--- src/rtl/matmul_pkg.sv ---
// Shared state type, default sizes and arithmetic helpers for matmul_stream_engine.
package matmul_pkg;

    typedef enum logic [1:0] {
        LOAD_A,
        LOAD_B,
        COMPUTE,
        OUTPUT
    } state_e;

    localparam int DEF_DATA_W = 16;
    localparam int DEF_M      = 4;
    localparam int DEF_K      = 4;
    localparam int DEF_N      = 4;

    // Address width for a RAM of the given depth; depth 1 still needs one bit.
    function automatic int addr_w(input int depth);
        return (depth > 1) ? $clog2(depth) : 1;
    endfunction

    // Signed add of two sign-extended operands, clamped to a w-bit signed range.
    function automatic logic signed [63:0] sat_add(
        input logic signed [63:0] a,
        input logic signed [63:0] b,
        input int                 w
    );
        logic signed [64:0] s;
        logic signed [64:0] hi;
        logic signed [64:0] lo;
        s  = {a[63], a} + {b[63], b};
        hi = (65'sd1 <<< (w - 1)) - 65'sd1;
        lo = -(65'sd1 <<< (w - 1));
        if (s > hi) begin
            return hi[63:0];
        end
        if (s < lo) begin
            return lo[63:0];
        end
        return s[63:0];
    endfunction

endpackage

--- src/rtl/dual_port_ram.sv ---
// Simple dual-port RAM: one write port, one read port with a 1-cycle registered read.
module dual_port_ram #(
    parameter int WIDTH = 16,
    parameter int DEPTH = 16,
    parameter int AW    = 4
) (
    input  logic             clk,
    input  logic             we_i,
    input  logic [AW-1:0]    waddr_i,
    input  logic [WIDTH-1:0] wdata_i,
    input  logic [AW-1:0]    raddr_i,
    output logic [WIDTH-1:0] rdata_o
);

    logic [WIDTH-1:0] mem_q [DEPTH];
    logic [WIDTH-1:0] rdata_q;

    always_ff @(posedge clk) begin
        if (we_i) begin
            mem_q[waddr_i] <= wdata_i;
        end
        rdata_q <= mem_q[raddr_i];
    end

    assign rdata_o = rdata_q;

endmodule

--- src/rtl/matmul_stream_engine_mac.sv ---
// Multiply-accumulate stage; MATMUL_SATURATE_EN selects sticky clamping
// instead of modulo-2^ACC_W wrap.
module matmul_mac
    import matmul_pkg::*;
#(
    parameter int DATA_W = 16,
    parameter int ACC_W  = 34
) (
    input  logic              clk,
    input  logic              reset,
    input  logic              en_i,
    input  logic              clr_i,
    input  logic [DATA_W-1:0] a_i,
    input  logic [DATA_W-1:0] b_i,
    output logic [ACC_W-1:0]  acc_o
);

    logic [ACC_W-1:0]          acc_q;
    logic [ACC_W-1:0]          acc_d;
    logic signed [2*DATA_W-1:0] prod;
    logic signed [63:0]        p64;
    logic signed [63:0]        a64;
    logic signed [63:0]        sum64;
`ifdef MATMUL_SATURATE_EN
    logic                      sat_q;
    logic                      sat_d;
    logic signed [63:0]        sat64;
`endif

    always_comb begin
        prod  = $signed(a_i) * $signed(b_i);
        p64   = 64'(prod);
        a64   = clr_i ? 64'sd0 : 64'($signed(acc_q));
        sum64 = a64 + p64;
        acc_d = ACC_W'(sum64);
`ifdef MATMUL_SATURATE_EN
        sat64 = sat_add(a64, p64, ACC_W);
        acc_d = ACC_W'(sat64);
        sat_d = (sat64 != sum64);
        // Once clamped, the element holds its rail until the next clear.
        if (sat_q && !clr_i) begin
            acc_d = acc_q;
            sat_d = 1'b1;
        end
`endif
    end

    always_ff @(posedge clk) begin
        if (reset) begin
            acc_q <= '0;
`ifdef MATMUL_SATURATE_EN
            sat_q <= 1'b0;
`endif
        end else if (en_i) begin
            acc_q <= acc_d;
`ifdef MATMUL_SATURATE_EN
            sat_q <= sat_d;
`endif
        end
    end

    assign acc_o = acc_q;

endmodule

--- src/rtl/matmul_stream_engine.sv ---
// AXI-Stream matrix multiplier C = A*B over three dual_port_ram banks.
// Optional MATMUL_SATURATE_EN clamps accumulation instead of wrapping.
module matmul_stream_engine
    import matmul_pkg::*;
#(
    parameter int DATA_W = DEF_DATA_W,
    parameter int M      = DEF_M,
    parameter int K      = DEF_K,
    parameter int N      = DEF_N,
    parameter int ACC_W  = 2 * DATA_W + $clog2(K)
) (
    input  logic              clk,
    input  logic              reset,
    input  logic              s_axis_valid,
    output logic              s_axis_ready,
    input  logic [DATA_W-1:0] s_axis_data,
    input  logic              s_axis_last,
    output logic              m_axis_valid,
    input  logic              m_axis_ready,
    output logic [ACC_W-1:0]  m_axis_data,
    output logic              m_axis_last,
    output logic              busy,
    output logic              frame_err,
    output logic              done
);

    localparam int DA  = M * K;
    localparam int DB  = K * N;
    localparam int DC  = M * N;
    localparam int AWA = addr_w(DA);
    localparam int AWB = addr_w(DB);
    localparam int AWC = addr_w(DC);
    localparam int LW  = addr_w((DA > DB) ? DA : DB);
    localparam int CW  = addr_w(DC + 1);
    localparam int IW  = addr_w(M);
    localparam int JW  = addr_w(N);
    localparam int KW  = addr_w(K);

    state_e            state_q;
    logic [LW-1:0]     ld_q;
    logic [KW-1:0]     k_q;
    logic [IW-1:0]     i_q;
    logic [JW-1:0]     j_q;
    logic [AWC-1:0]    e_q;
    logic              iss_q;
    logic              v1_q;
    logic              clr1_q;
    logic              last1_q;
    logic [AWC-1:0]    e1_q;
    logic              v2_q;
    logic [AWC-1:0]    e2_q;
    logic [CW-1:0]     rp_q;
    logic [AWC-1:0]    pidx_q;
    logic              pv_q;
    logic              ov_q;
    logic              ol_q;
    logic [ACC_W-1:0]  od_q;
    logic              rv_q;
    logic              rl_q;
    logic [ACC_W-1:0]  rd_q;
    logic              ferr_q;
    logic              done_q;

    logic              s_acc;
    logic              pop;
    logic              plast;
    logic              issue;
    logic [1:0]        occ;
    logic [AWA-1:0]    a_raddr;
    logic [AWB-1:0]    b_raddr;
    logic [DATA_W-1:0] a_rdata;
    logic [DATA_W-1:0] b_rdata;
    logic [ACC_W-1:0]  c_rdata;
    logic [ACC_W-1:0]  acc;

    assign s_axis_ready = (state_q == LOAD_A) || (state_q == LOAD_B);
    assign s_acc   = s_axis_valid && s_axis_ready;
    assign pop     = ov_q && m_axis_ready;
    assign plast   = (pidx_q == AWC'(DC - 1));
    assign occ     = {1'b0, ov_q} + {1'b0, rv_q} + {1'b0, pv_q};
    // Read ahead only while the output and read-ahead registers can absorb it.
    assign issue   = (state_q == OUTPUT) && (rp_q != CW'(DC))
                  && ((occ - {1'b0, pop}) <= 2'd1);
    assign a_raddr = AWA'(int'(i_q) * K + int'(k_q));
    assign b_raddr = AWB'(int'(k_q) * N + int'(j_q));

    dual_port_ram #(.WIDTH(DATA_W), .DEPTH(DA), .AW(AWA)) u_ram_a (
        .clk     (clk),
        .we_i    ((state_q == LOAD_A) && s_acc),
        .waddr_i (AWA'(ld_q)),
        .wdata_i (s_axis_data),
        .raddr_i (a_raddr),
        .rdata_o (a_rdata)
    );

    dual_port_ram #(.WIDTH(DATA_W), .DEPTH(DB), .AW(AWB)) u_ram_b (
        .clk     (clk),
        .we_i    ((state_q == LOAD_B) && s_acc),
        .waddr_i (AWB'(ld_q)),
        .wdata_i (s_axis_data),
        .raddr_i (b_raddr),
        .rdata_o (b_rdata)
    );

    dual_port_ram #(.WIDTH(ACC_W), .DEPTH(DC), .AW(AWC)) u_ram_c (
        .clk     (clk),
        .we_i    (v2_q),
        .waddr_i (e2_q),
        .wdata_i (acc),
        .raddr_i (AWC'(rp_q)),
        .rdata_o (c_rdata)
    );

    matmul_mac #(.DATA_W(DATA_W), .ACC_W(ACC_W)) u_mac (
        .clk   (clk),
        .reset (reset),
        .en_i  (v1_q),
        .clr_i (clr1_q),
        .a_i   (a_rdata),
        .b_i   (b_rdata),
        .acc_o (acc)
    );

    always_ff @(posedge clk) begin
        if (reset) begin
            state_q <= LOAD_A;
            ld_q    <= '0;
            k_q     <= '0;
            i_q     <= '0;
            j_q     <= '0;
            e_q     <= '0;
            iss_q   <= 1'b0;
            v1_q    <= 1'b0;
            clr1_q  <= 1'b0;
            last1_q <= 1'b0;
            e1_q    <= '0;
            v2_q    <= 1'b0;
            e2_q    <= '0;
            rp_q    <= '0;
            pidx_q  <= '0;
            pv_q    <= 1'b0;
            ov_q    <= 1'b0;
            ol_q    <= 1'b0;
            od_q    <= '0;
            rv_q    <= 1'b0;
            rl_q    <= 1'b0;
            rd_q    <= '0;
            ferr_q  <= 1'b0;
            done_q  <= 1'b0;
        end else begin
            done_q <= 1'b0;
            v1_q   <= 1'b0;
            v2_q   <= v1_q && last1_q;
            e2_q   <= e1_q;
            unique case (state_q)
                LOAD_A: begin
                    if (s_acc) begin
                        if (ld_q == '0) begin
                            ferr_q <= 1'b0;
                        end
                        if (s_axis_last) begin
                            ferr_q <= 1'b1;
                            ld_q   <= '0;
                        end else if (ld_q == LW'(DA - 1)) begin
                            ld_q    <= '0;
                            state_q <= LOAD_B;
                        end else begin
                            ld_q <= ld_q + 1'b1;
                        end
                    end
                end
                LOAD_B: begin
                    if (s_acc) begin
                        if (ld_q == LW'(DB - 1)) begin
                            if (!s_axis_last) begin
                                ferr_q <= 1'b1;
                            end
                            ld_q    <= '0;
                            k_q     <= '0;
                            i_q     <= '0;
                            j_q     <= '0;
                            e_q     <= '0;
                            iss_q   <= 1'b1;
                            state_q <= COMPUTE;
                        end else if (s_axis_last) begin
                            ferr_q  <= 1'b1;
                            ld_q    <= '0;
                            state_q <= LOAD_A;
                        end else begin
                            ld_q <= ld_q + 1'b1;
                        end
                    end
                end
                COMPUTE: begin
                    // Reads for the next element start right behind the current one.
                    if (iss_q) begin
                        v1_q    <= 1'b1;
                        clr1_q  <= (k_q == '0);
                        last1_q <= (k_q == KW'(K - 1));
                        e1_q    <= e_q;
                        if (k_q == KW'(K - 1)) begin
                            k_q <= '0;
                            e_q <= e_q + 1'b1;
                            if (j_q == JW'(N - 1)) begin
                                j_q <= '0;
                                i_q <= i_q + 1'b1;
                                if (i_q == IW'(M - 1)) begin
                                    iss_q <= 1'b0;
                                end
                            end else begin
                                j_q <= j_q + 1'b1;
                            end
                        end else begin
                            k_q <= k_q + 1'b1;
                        end
                    end
                    if (v2_q && (e2_q == AWC'(DC - 1))) begin
                        rp_q    <= '0;
                        state_q <= OUTPUT;
                    end
                end
                OUTPUT: begin
                    if (issue) begin
                        rp_q   <= rp_q + 1'b1;
                        pidx_q <= AWC'(rp_q);
                    end
                    pv_q <= issue;
                    if (!ov_q || pop) begin
                        if (rv_q) begin
                            ov_q <= 1'b1;
                            od_q <= rd_q;
                            ol_q <= rl_q;
                            rv_q <= pv_q;
                            rd_q <= c_rdata;
                            rl_q <= pv_q && plast;
                        end else begin
                            ov_q <= pv_q;
                            od_q <= c_rdata;
                            ol_q <= pv_q && plast;
                        end
                    end else if (pv_q) begin
                        rv_q <= 1'b1;
                        rd_q <= c_rdata;
                        rl_q <= plast;
                    end
                    if (pop && ol_q) begin
                        ov_q    <= 1'b0;
                        ol_q    <= 1'b0;
                        rv_q    <= 1'b0;
                        pv_q    <= 1'b0;
                        done_q  <= 1'b1;
                        state_q <= LOAD_A;
                    end
                end
            endcase
        end
    end

    assign m_axis_valid = ov_q;
    assign m_axis_data  = od_q;
    assign m_axis_last  = ol_q;
    assign busy         = (state_q != LOAD_A);
    assign frame_err    = ferr_q;
    assign done         = done_q;

endmodule

--- config.mk ---
export PLATFORM = sky130hd
export DESIGN_NAME = matmul_stream_engine
export DESIGN_NICKNAME = d
export VERILOG_FILES = /design/src/rtl/matmul_pkg.sv /design/src/rtl/dual_port_ram.sv /design/src/rtl/matmul_stream_engine_mac.sv /design/src/rtl/matmul_stream_engine.sv
export SDC_FILE = /design/constraint.sdc
export NUM_CORES = 2
export LEC_CHECK = 0
export CAP_MARGIN = 5
export CORE_ASPECT_RATIO = 1.4
export CORE_MARGIN = 2
export CORE_UTILIZATION = 45
export DETAILED_ROUTE_END_ITERATION = 7
export MAX_ROUTING_LAYER = met4
export SLEW_MARGIN = 20
export SYNTH_ARGS = -nofsm -noshare
export SYNTH_HDL_FRONTEND = slang
export SYNTH_SLANG_ARGS = --single-unit
--- constraint.sdc ---
create_clock -name clk -period 8.2 [get_ports clk]
set_input_delay 2.46 -clock clk [delete_from_list [all_inputs] [get_ports clk]]
set_output_delay 2.46 -clock clk [all_outputs]
set_load 0.01 [all_outputs]
==> results <==
- The flow ran to the end, and the final reports show no timing, DRC or antenna violations.
- The share of synthesized area in the top cell type comes to 54.42%.
- In this run the static leakage power is about 23 nW.
- The maximum cell stage delay along the critical path is ~0.76 ns.
- The final-report max-slew violation count was 0.
- In this run, distinct cell masters in the synthesized netlist total 58.
- The HPWL after detailed placement is about 82 mm.
- The congestion estimate from routability-driven global placement came to between 0.8 and 0.9.
- In this run the deepest clock path goes through 3 buffers.
- The initial antenna violation count was 2.
- The post-route cell area is around 65000 um^2.
- 61 I/O pins were placed.
- STA puts the critical path data arrival time at roughly 7 ns.
- The classification of the worst-slack hold path is reg -> reg.
- After detailed routing, the average wire length per cell comes to between 20 and 25 um.
- The final-report setup violation count is 0.
- The reported max-cap violation count is 0.
- The post-layout net count is roughly 4000.
- Summing all placed instances gives a cell area of slightly above 60000 um^2.
- The first global-routing pass estimated a little under 200 mm of wire.
- Subtracting the final worst setup slack from the clock period gives roughly 6.5 ns.
- The synthesized design contains between 1000 and 1500 register bits.
- In this run the worst path has a maximum fanout of 16.
- Global routing finished with a remaining overflow of 0.
- The growth of design area from synthesis to finish is 11.62%.
- The TritonCTS clock tree is yes.
- The synthesized netlist cell count is about 3500.
- The initial core utilization is a little under half.
- The number of nets with antenna violations after routing is 0.
- The worst pin sits at a relative slew slack of between 20% and 30%.
- After synthesis, the share of flip-flops with an asynchronous set or reset is 0%.
- The pin count of the biggest net entering global routing is slightly below 100.
- The die span in x is 308.1 um.
- The via density per instance is between 5 and 6.
- The worst path buffer plus inverter count is 5.
- For this block, the via count after detailed routing is ~29000.
- The signal on the critical path passes through nand2_1 > fa_1 > inv_1 > fa_1 > inv_1 > fa_1 > inv_1 > fa_1 > fa_1 > inv_1 > fa_1 > inv_1 > ha_1 > nand4_1 > or2_0 > a211oi_2 > o31ai_4 > o211ai_1 > a21oi_1 > a21oi_1 > xor2_1 > a22o_1.
- The first TritonRoute pass finished after 5 iterations.
- The remaining design rule violation count is 0.
- CTS saw approximately 1300 sinks.
- The die is about 430 um tall.
- The total power per unit cell area is 266.8 nW/um^2.
- The period utilization is around 80%.
- The predominant post-synthesis flop cell is edfxtp_1.
- The proportion of layout cells with a drive suffix above 1 is 17.74%.
- The final-report hold violation count is 0.
- Global routing used a little over 20% of the available tracks.
- The post-cts sizing count is 0.
- Between clock sinks in the finished design, the worst skew comes to approximately 0.043 ns.
- The die covers about 130000 um^2.
- By count the netlist is led by 1056 x edfxtp_1, 355 x inv_1, 330 x mux4_2.
- Buffers inserted during clock tree synthesis total about 120.
- The sort of element at the start of the critical path is a flop.
- The maximum clock rate is 0.1530 GHz.
- edfxtp_1 takes more of the synthesized area than any other cell.
- After clock tree synthesis, the setup repair step added 0 buffers.
- At the pin with the least slew margin, the transition time is ~1.1 ns.
- The post-synth design cell area is around 58000 um^2.
- Among all cell types in the netlist, the one instantiated most often is edfxtp_1.
- Setup repair after global routing left no endpoint under its margin.
- The number of input and output port buffers inserted is 60.
- The peak ir drop on the vdd network is a little over 0.2 mV.
- The clock-pin slew on the worst setup and hold paths is 0.07 ns.
- The number of global-route vias before repair is ~31000.
- By startpoint and endpoint, the worst setup path is classified as reg -> reg.
- The root cell of the clock tree is clkbuf_16.
- Counting stages on the worst path, the most repeated cell is fa_1.
- STA classifies the critical path endpoint as a flop.
- The H-tree was split into 3 levels.
- The largest delay contributor family on the critical path is adder cells.
- The number of violations reported at the end of detailed-routing iteration 0 is 2055.
- In the final timing run, aggregate negative setup slack is 0 ns.
- At the later pin of the worst-skew pair, clock insertion delay measures ~0.75 ns.
- During synthesis, Yosys emitted a total of 0 warnings.
- The number of nets handed over by synthesis was 3922.
- The total chip power is between 15 and 20 mW.
- The initialized floorplan defines around 160 standard-cell rows.
- The mean cell area of the mapped netlist is 16.74 um^2.
- The sequential cell area fraction in the yosys report is between 60% and 70%.
- The required time of the worst setup path is 8.83 ns.
- Yosys mapped a number of flops with a built-in enable equal to about 1100.
- The total area inside the core boundary comes to between 100000 and 150000 um^2.
- Ranked by total cell area, the synthesized netlist is headed by edfxtp_1 54%, mux4_2 13%, fa_1 10%, dfxtp_1 7.3%, ha_1 2.5%.
- Summed over all layers, the routed wires come to around 130 mm.
- The number of buffers inserted by hold repair at cts is 0.
- The slowest library cell on the worst path is dfxtp_1.
- Hold timing on the final database bottoms out at a slack of 0.4480 ns.
-- worst paths after layout --
path	cells past startpoint	from	to	slack, ns
setup reg to reg	22	u_ram_b.rdata_o[7]	u_mac.acc_o[30]	1.66
hold reg to reg	2	u_ram_c.rdata_o[8]	rd_q[8]	0.45
hold / removal	2	u_ram_c.rdata_o[8]	rd_q[8]	0.45
setup / recovery	22	u_ram_b.rdata_o[7]	u_mac.acc_o[30]	1.66
-- flip-flops by register name (all words and copies together), names as in the netlist, 2 cells and up, named ones only --
register and cells:
rd_q 34, u_ram_b.mem_q 256, pidx_q 4, u_ram_a.mem_q 256, ld_q 4, u_ram_c.mem_q 544
j_q 2, rp_q 5, e2_q 4, e1_q 4, u_mac.acc_o 34, k_q 2
e_q 4, u_ram_a.rdata_o 16, u_ram_b.rdata_o 16, m_axis_data 34, u_ram_c.rdata_o 34, i_q 2
-- layout make-up --
type	instances	area, um^2
tap	1659	2076
clock inverter	85	1007
clock buffer	134	3020
timing repair buffer	128	1070
fill	10544	63790
multi-input combinational	1697	20520
sequential	1269	36000
antenna	1	2.502
inverter	356	1336
-- cells in the final DEF (no fill, tap or decap), drive strengths merged, types with 6 or more instances in the layout --
cell type | synthesis | routed
xnor2 | 25 | 25
dfxtp | 213 | 213
nor2b | 44 | 44
a211oi | 45 | 45
a21o | 20 | 20
nand2b | 16 | 16
clkinvlp | 0 | 6
and3 | 9 | 9
o21ai | 23 | 23
a31oi | 7 | 7
nor2 | 140 | 140
clkbuf | 125 | 134
ha | 115 | 115
edfxtp | 1056 | 1056
nor3 | 23 | 23
mux2i | 61 | 61
xor2 | 17 | 17
mux4 | 330 | 330
clkinv | 0 | 56
inv | 356 | 360
nand2 | 237 | 237
o21a | 7 | 7
fa | 305 | 305
and2 | 126 | 126
clkdlybuf4s50 | 0 | 45
a21oi | 78 | 78
nand3 | 13 | 13
buf | 34 | 83
bufinv | 0 | 19
-- power breakdown --
group | internal (mW) | switching, mW | total [mW]
combinational | 1.99 | 2.73 | 4.72
clock | 3.25 | 2.41 | 5.66
sequential | 6.94 | 0.0310 | 6.97
total | 12.2 | 5.17 | 17.3
-- worst register-to-register path, cell delays in order, from the launching register on --
cell and delay, ns:
dfxtp_1 0.76, nand2_1 0.18, fa_1 0.57, inv_1 0.05, fa_1 0.49, inv_1 0.05, fa_1 0.53, inv_1 0.05
fa_1 0.45, fa_1 0.49, inv_1 0.05, fa_1 0.47, inv_1 0.04, ha_1 0.35, nand4_1 0.19, or2_0 0.26
a211oi_2 0.34, o31ai_4 0.16, o211ai_1 0.28, a21oi_1 0.20, a21oi_1 0.19, xor2_1 0.08, a22o_1 0.19
-- kinds of logic (layout without fill, tap and decap cells) --
group,Yosys count,after routing,synth area share (%)
AOI/OAI and AO/OA,212,212,2.390
xor gates and xnor gates,42,42,0.6313
other,0,1,0
muxes,391,391,13.80
DFF,1269,1269,61.74
adders and majority gates,420,420,12.95
and+or+nand+nor,632,632,5.145
buffers and inverters,515,703,3.337
-- through the flow --
stage	cells	setup slack (ns)	utilization [%]
floorplan	3481	2.280	-
global placement	5107	1.695	47.38
detailed placement	5109	1.641	47.40
CTS	5328	1.620	50.53
global route	5329	1.352	50.48
finish	5329	1.664	50.48
-- metal layers --
metal / global-route usage [%] / wire length, um / vias to the layer above
met5: - / 0 / -
met4: 5.230 / 2518 / 0
met3: 2.153 / 4131 / 161
met2: 38.34 / 72680 / 519
met1: 23.61 / 49390 / 15372
li1: - / - / 12901
(Power assumes the default switching activity.)
